`src/rtl/display_sequencer_pkg.sv`:
```
// Shared definitions for the debug display source sequencer: mux select
// codes and the sequencer FSM state encoding.
package display_sequencer_pkg;

  localparam logic [2:0] SEL_BLANK   = 3'd0;
  localparam logic [2:0] SEL_PC      = 3'd1;
  localparam logic [2:0] SEL_INSTR   = 3'd2;
  localparam logic [2:0] SEL_ALU_A   = 3'd3;
  localparam logic [2:0] SEL_ALU_B   = 3'd4;
  localparam logic [2:0] SEL_ALU_OUT = 3'd5;
  localparam logic [2:0] SEL_SERIAL  = 3'd6;

  typedef enum logic [1:0] {
    BLANK  = 2'd0,
    AUTO   = 2'd1,
    MANUAL = 2'd2
  } state_e;

endpackage

```
`src/rtl/display_sequencer_btn_debounce.sv`:
```
// Push-button conditioner: two-flop synchronizer, stability-count debounce,
// and a registered one-cycle pulse on each accepted press.
module btn_debounce #(
  parameter int DEBOUNCE_CYCLES = 500000
) (
  input  logic clk,
  input  logic rst,
  input  logic btn_in,
  output logic pulse_out
);

  localparam int CNT_W = (DEBOUNCE_CYCLES > 2) ? $clog2(DEBOUNCE_CYCLES) : 1;
  localparam logic [CNT_W-1:0] CNT_MAX = CNT_W'(DEBOUNCE_CYCLES - 1);

  logic             s1_q, s1_d;
  logic             s2_q, s2_d;
  logic [CNT_W-1:0] cnt_q, cnt_d;
  logic             db_q, db_d;
  logic             db_prev_q, db_prev_d;
  logic             pulse_q, pulse_d;

  always_comb begin
    s1_d      = btn_in;
    s2_d      = s1_q;
    db_d      = db_q;
    cnt_d     = cnt_q;
    db_prev_d = db_q;
    pulse_d   = db_q & ~db_prev_q;
    // Any return to the accepted level restarts the stability window
    if (s2_q == db_q) begin
      cnt_d = '0;
    end else if (cnt_q == CNT_MAX) begin
      db_d  = s2_q;
      cnt_d = '0;
    end else begin
      cnt_d = cnt_q + 1'b1;
    end
  end

  always_ff @(posedge clk or posedge rst) begin
    if (rst) begin
      s1_q      <= 1'b0;
      s2_q      <= 1'b0;
      cnt_q     <= '0;
      db_q      <= 1'b0;
      db_prev_q <= 1'b0;
      pulse_q   <= 1'b0;
    end else begin
      s1_q      <= s1_d;
      s2_q      <= s2_d;
      cnt_q     <= cnt_d;
      db_q      <= db_d;
      db_prev_q <= db_prev_d;
      pulse_q   <= pulse_d;
    end
  end

  assign pulse_out = pulse_q;

endmodule

```
`src/rtl/display_sequencer.sv`:
```
// Debug display source sequencer: blanks, auto-rotates on a dwell timer,
// or steps one source per debounced button press.
module display_sequencer
  import display_sequencer_pkg::*;
#(
  parameter int DWELL_CYCLES    = 50000000,
  parameter int DEBOUNCE_CYCLES = 500000,
  parameter int FIRST_SEL       = 1,
  parameter int LAST_SEL        = 6
) (
  input  logic       clk,
  input  logic       rst,
  input  logic       enable,
  input  logic       mode_auto,
  input  logic       pause,
  input  logic       step_btn,
  output logic [2:0] sel_out,
  output logic       frame_done,
  output logic       auto_active
);

  localparam int DWELL_W = (DWELL_CYCLES > 2) ? $clog2(DWELL_CYCLES) : 1;
  localparam logic [DWELL_W-1:0] DWELL_MAX = DWELL_W'(DWELL_CYCLES - 1);
  localparam logic [2:0] FIRST_CODE = 3'(FIRST_SEL);
  localparam logic [2:0] LAST_CODE  = 3'(LAST_SEL);

  function automatic logic [2:0] next_sel(input logic [2:0] cur);
    return (cur == LAST_CODE) ? FIRST_CODE : cur + 3'd1;
  endfunction

  logic               step_pulse;
  state_e             state_q, state_d;
  logic [2:0]         sel_q, sel_d;
  logic [DWELL_W-1:0] dwell_q, dwell_d;
  logic               frame_q, frame_d;
  logic               auto_q, auto_d;

  btn_debounce #(
    .DEBOUNCE_CYCLES(DEBOUNCE_CYCLES)
  ) u_btn (
    .clk      (clk),
    .rst      (rst),
    .btn_in   (step_btn),
    .pulse_out(step_pulse)
  );

  always_comb begin
    state_d = state_q;
    sel_d   = sel_q;
    dwell_d = dwell_q;
    frame_d = 1'b0;
    if (!enable) begin
      state_d = BLANK;
      sel_d   = SEL_BLANK;
      dwell_d = '0;
    end else begin
      case (state_q)
        BLANK: begin
          sel_d   = FIRST_CODE;
          dwell_d = '0;
          state_d = mode_auto ? AUTO : MANUAL;
        end
        AUTO: begin
          // A mode change swallows a coincident dwell expiry
          if (!mode_auto) begin
            state_d = MANUAL;
            dwell_d = '0;
          end else if (pause) begin
            dwell_d = dwell_q;
          end else if (dwell_q == DWELL_MAX) begin
            dwell_d = '0;
            sel_d   = next_sel(sel_q);
            frame_d = (sel_q == LAST_CODE);
          end else begin
            dwell_d = dwell_q + 1'b1;
          end
        end
        MANUAL: begin
          if (mode_auto) begin
            state_d = AUTO;
            dwell_d = '0;
          end else if (step_pulse) begin
            sel_d   = next_sel(sel_q);
            frame_d = (sel_q == LAST_CODE);
          end
        end
        default: begin
          state_d = BLANK;
          sel_d   = SEL_BLANK;
          dwell_d = '0;
        end
      endcase
    end
    auto_d = (state_d == AUTO);
  end

  always_ff @(posedge clk or posedge rst) begin
    if (rst) begin
      state_q <= BLANK;
      sel_q   <= SEL_BLANK;
      dwell_q <= '0;
      frame_q <= 1'b0;
      auto_q  <= 1'b0;
    end else begin
      state_q <= state_d;
      sel_q   <= sel_d;
      dwell_q <= dwell_d;
      frame_q <= frame_d;
      auto_q  <= auto_d;
    end
  end

  assign sel_out     = sel_q;
  assign frame_done  = frame_q;
  assign auto_active = auto_q;

endmodule

```
`config.mk`:
```
export PLATFORM = sky130hd
export DESIGN_NAME = display_sequencer
export DESIGN_NICKNAME = d
export VERILOG_FILES = /design/src/rtl/display_sequencer_pkg.sv /design/src/rtl/display_sequencer_btn_debounce.sv /design/src/rtl/display_sequencer.sv
export SDC_FILE = /design/constraint.sdc
export NUM_CORES = 1
export LEC_CHECK = 0
export CORE_ASPECT_RATIO = 0.8
export CORE_MARGIN = 10
export CORE_UTILIZATION = 30
export CTS_CLUSTER_DIAMETER = 40
export DETAILED_ROUTE_END_ITERATION = 8
export PLACE_DENSITY = 0.45
export SLEW_MARGIN = 20
export SYNTH_ARGS = -nofsm -noshare
export SYNTH_HDL_FRONTEND = slang
export SYNTH_SLANG_ARGS = --single-unit
export TNS_END_PERCENT = 20
```
`constraint.sdc`:
```
create_clock -name clk -period 5.5 [get_ports clk]
set_input_delay 0.825 -clock clk [delete_from_list [all_inputs] [get_ports clk]]
set_output_delay 0.825 -clock clk [all_outputs]
set_load 0.005 [all_outputs]
```
# [Word-level counts from Yosys, hierarchy flattened]
# Index checks and enable logic that the tools add are counted.
[totals] register_bits=57 input_bits=6 output_inout_bits=5 word_cells=63
[classes] add_sub_neg=3 eq_ne=14 n_mux=28 bitwise=3 n_reduce_logical=4
[ops] op="$mux 26" count=5
[ops] op="$pmux 26 s2" count=1
[ops] op="$mux 19" count=2
[ops] op="$add 26x1->26 const B" count=1
[ops] op="$eq 26x26->1 const B" count=1
[ops] op="$mux 3" count=7
[ops] op="$add 19x1->19 const B" count=1
[ops] op="$eq 19x19->1 const B" count=1
[ops] op="$ne 3x3->1 const B" count=5
[ops] op="$pmux 3 s3" count=1
[ops] op="$mux 2" count=4
[ops] op="$mux 1" count=6
[ops] op="$pmux 2 s3" count=1
[ops] op="$reduce_and 5->1" count=1
[ops] op="$eq 2x1->1 const B" count=2
[ops] op="$ne 4x4->1 const B" count=1
[ops] op="$reduce_and 2->1" count=2
[ops] op="$add 3x1->3 const B" count=1
[ops] op="$eq 3x3->1 const B" count=1
[ops] op="$ne 3x2->1 const B" count=1
[ops] op="$eq 2x2->1 const B" count=1
[ops] op="$logic_not 2->1" count=1
[ops] op="$not 1->1" count=2
[ops] op="$pmux 1 s2" count=1
[ops] op="2 further kinds" count=2

# [Depth between registers and ports, before layout]
[logic_depth] depth_word=7 depth_mapped=8 depth_no_buf=7

# [Hierarchy]
# A second synthesis with hierarchy kept.
[unflattened] hier_cells=319 area_unflattened_um2=3089.2
[modules_own_cells] mod="display_sequencer" n_inst=1 cells_per_inst=213 area_per_inst_um2=1941.9 seq_area_each_um2=825.8
[modules_own_cells] mod="btn_debounce" n_inst=1 cells_per_inst=106 area_per_inst_um2=1147.4 seq_area_each_um2=600.6

# [Worst setup path before layout]
# No wires, ideal clock.
[synth_path] kind="input to register" from="in mode_auto" to="reg dwell_q[11]" setup_time_ps=69 t_arrival_ps=2267 required_ps=5431 path_slack_ps=3164 path_stages=7 n_path_buf=2 cell_sequence="buf_6 and2b_1 o21a_1 a211o_1 buf_6 or4_1 nand3_1"
[synth_between] elab_chain_cells=3 elab_cells_between_ends=6 cone_classes="2 x eq/ne; 3 x mux; 1 x reduce/logical"
[synth_lines] element="start, declared" line="display_sequencer.sv:14" text="input logic mode_auto,"
[synth_lines] element="$mux 26" line="display_sequencer.sv:65" text="if (!mode_auto) begin"
[synth_lines] element="$pmux 26 s2" line="display_sequencer.sv:57" text="case (state_q)"
[synth_lines] element="$mux 26" line="display_sequencer.sv:52" text="if (!enable) begin"
[synth_lines] element="end signal, assigned" line="display_sequencer.sv:107" text="dwell_q <= dwell_d;"
[synth_lines] element="end, declared" line="display_sequencer.sv:34" text="logic [DWELL_W-1:0] dwell_q, dwell_d;"
# Several ways; a longest one is shown, not always the timed one.
# A chain may end at the register's enable or synchronous reset.

# [Worst setup path in the final report]
# Ends and elaborated chain as after synthesis.

==> run_results.csv <==
group,metric,value,unit
route,firstDrtPassIters,4,
timing,setup_viol,0,
timing,rsz0062_at_grt,"false",
floorplanning,dieArea,14900,um2
route,avgRoutedWirePerCell,14.3,um
global_route,grt-ovfl-total,0,
cells_and_area,instances_no_fill,495,
floorplanning,start_util,30.5,%
synthesis,mappedNetlistArea,3110,um2
synthesis,synth_seq_cells,57,
power_and_ir_drop,p_comb_share,6.1,%
timing,worst_pin_slew,0.771,ns
route,drt-initial-drc-count,151,
timing,post-route-min-period,2.90,ns
critical_path,max_stage_delay,0.60,ns
timing,slew_headroom,48.2,%
floorplanning,rows,33,
global_route,grt_pass1_wl,12400,um
clock_network,htreeDepth,3,
cells_and_area,nFillCells,1054,
placed_design,dpl.hpwl,4730,um
timing,max_freq,0.345,GHz
power_and_ir_drop,p_leak,1.45,nW
global_route,grt_max_degree,58,
synthesis,yosys.area.top_type,"dfrtp_1",
synthesis,synth_top_area_share,45.9,%
cells_and_area,area_delta_synth_final,16.0,%
cells_and_area,final_nets,363,
synthesis,synth_seq_area_share,45.9,%
clock_network,numCtsBuffers,9,
critical_path,cp.required,5.76,ns
timing,slew_viol_final,0,
cells_and_area,regArea,1430,um2
clock_network,cts_buffer_depth,2,
critical_path,worst-setup-path-type,"in -> reg",
timing,hold_violations,0,
power_and_ir_drop,power.internal,0.787,mW
placed_design,post-place-cells,480,
route,drc_errors,0,
route,vias,2420,
route,vias_per_cell,4.89,
clock_network,cts_tree,"done",
floorplanning,dieHeight,111,um
critical_path,crit_path_max_fanout,30,
cells_and_area,post_route_cells_drive_above_1_share,10.7,%
route,drt_wl_total,7080,um
power_and_ir_drop,clkPwrFrac,51.5,%
timing,fin_tns_setup,0,ns
global_route,grt_usage,10.2,%
synthesis,synthCells,340,
job,drv_cap,0,
timing,period_share,52.6,%
clock_network,clock-sinks,57,
timing,skew,0.00702,ns
power_and_ir_drop,netSwitchingPower,0.237,mW
critical_path,worstPathArrival,3.16,ns
cells_and_area,multi_input_area,1530,um2
clock_network,root_buffer,"clkbuf_16",
power_and_ir_drop,seqPwrFrac,42.4,%
critical_path,path_delay_family,"simple AND/OR/NAND/NOR gates",
clock_network,path_clk_slew,0.05,ns
critical_path,startpoint_type,"input pin",
critical_path,critPathCaptureType,"flop",
floorplanning,die_w,134,um
route,antenna_left,0,
global_route,grt_pass1_vias,2415,
synthesis,async_reset_ff_share,100,%
global_route,antenna_found_initial,0,
placed_design,io_buffers,10,
power_and_ir_drop,powerDensity,284,nW/um2
synthesis,syn_avg_cell_area,9.14,um2
run_status,status,"finished clean",
critical_path,crit_chain,"clkdlybuf4s50_1 > and2b_1 > o21a_1 > buf_4 > a211o_1 > or4_1 > nand3_1",
synthesis,synthFlopType,"dfrtp_1",
floorplanning,core-area,10200,um2
floorplanning,pin_count,11,
critical_path,crit_slowest_cell,"clkdlybuf4s50_1",
synthesis,syn_nets,352,
synthesis,ys_types,54,
min_path,hold_path.class,"reg -> reg",
synthesis,ys_top_cells_by_area,"dfrtp_1 (46%), nor2_1 (5.1%), nand3_1 (4.7%), xnor2_1 (4.5%), nand2_1 (3.4%)",
placed_design,place.gp.congestion,0.762,
clock_network,clock_latency,0.33,ns
power_and_ir_drop,vdd_drop_max,143,uV
clock_network,cts_hold_buf,0,
synthesis,synth_warnings,0,
synthesis,synth_edf_count,0,
cells_and_area,antenna_cells,0,
clock_network,cts_resized,0,
critical_path,cp_num_buf_inv,2,
clock_network,cts_setup_buffers,0,
power_and_ir_drop,p_sw_share,23.1,%
==> worst paths after layout <==
path / from / to / slack [ns] / cells past startpoint
max reg2reg: state_q[1] / dwell_q[11] / 2.96 / 8
min in group asynchronous: rst / u_btn.cnt_q[14] / 1.03 / 3
min reg2reg: u_btn.s1_q / u_btn.s2_q / 0.35 / 0
max in group asynchronous: rst / dwell_q[21] / 3.98 / 3
max: mode_auto / dwell_q[11] / 2.60 / 7
min: u_btn.s1_q / u_btn.s2_q / 0.35 / 0
==> per-layer routing <==
layer	up-vias	GRT usage (%)	part of all wire (%)
met5	-	0	0
met3	6	3.76	4.8
met1	1139	14.5	53
met4	0	3.04	0.99
met2	48	13.8	42
li1	1227	-	-
==> power groups by stage <==
stage                     Combinational [mW]  Clock, mW  Sequential [mW]
after global placement                0.0635          0            0.441
after detailed placement              0.0639          0            0.441
after global routing                  0.0739      0.561            0.435
after CTS                             0.0643      0.538            0.434
after floorplan                       0.0415          0            0.440
final                                 0.0629      0.527            0.434
==> cell type report <==
cell class	instances	area share, %
Multi-Input combinational cell	253	42.6
Sequential cell	57	39.6
Clock buffer	12	7.40
Tap cell	140	4.86
Timing Repair Buffer	13	3.40
Inverter	17	1.77
Clock inverter	3	0.417
==> registers in the layout, summed over array words and instances, names as in the netlist <==
register	count
u_btn.s2_q	1
u_btn.pulse_out	1
frame_done	1
u_btn.db_prev_d	1
u_btn.db_prev_q	1
dwell_q	26
state_q	2
sel_out	3
auto_active	1
u_btn.cnt_q	19
u_btn.s1_q	1
==> layout by cell type, fill, tap and decap left out, drive strengths merged, types with 3 or more instances in the layout <==
master / count
a21oi: 13
a22o: 3
and2: 3
and3: 7
and4: 6
buf: 3
clkbuf: 12
clkdlybuf4s50: 10
clkinv: 3
dfrtp: 57
ha: 6
inv: 17
nand2: 28
nand3: 29
nand4: 9
nor2: 42
nor2b: 3
nor3: 6
nor4: 11
o21ai: 21
or3: 7
or4: 3
xnor2: 16
xor2: 7
==> synthesized netlist by cell type (2+ instances only) <==
master / count
clkbuf_1: 7
xor2_1: 7
nor4b_1: 2
a21boi_0: 2
or3_2: 6
nand4_1: 9
nor2_1: 42
nand3_1: 29
o32ai_1: 2
or2_2: 2
nand2_1: 28
xnor2_1: 16
a21o_1: 2
a22o_1: 2
and4_1: 4
nor3_1: 6
nor4_1: 10
inv_1: 17
and3_1: 3
and2_1: 3
buf_6: 3
nor2b_1: 3
dfrtp_1: 57
and3_2: 4
mux2_2: 2
o21a_1: 2
ha_1: 6
o211ai_1: 2
and4b_1: 2
or4_1: 3
mux2i_1: 2
a21oi_1: 13
o21ai_0: 21
==> through the flow <==
step	util, %	setup slack, ns	hold WS (ns)	instance area [um2]	power [mW]
after floorplan	-	3.16	0.331	3110	0.481
after global placement	32.6	2.32	0.334	3320	0.505
after detailed placement	32.6	2.29	0.351	3320	0.505
after CTS	35.3	2.63	0.354	3600	1.04
after global routing	35.3	2.53	0.353	3600	1.07
final	35.3	2.60	0.348	3600	1.02
==> logic make-up (layout without fill, tap and decap cells) <==
family                   count (synthesis)  after routing  synth area share (%)
AO/OA/AOI/OAI                           54             54                  10.7
XOR/XNOR                                23             23                  6.48
adder cells (fa/ha/maj)                  6              6                  2.42
buffers and inverters                   30             45                  4.71
flip-flops                              57             57                  45.9
multiplexers                             4              4                  1.37
AND/OR/NAND/NOR                        166            166                  28.4
Note: power is estimated with default switching activity, not from simulation.
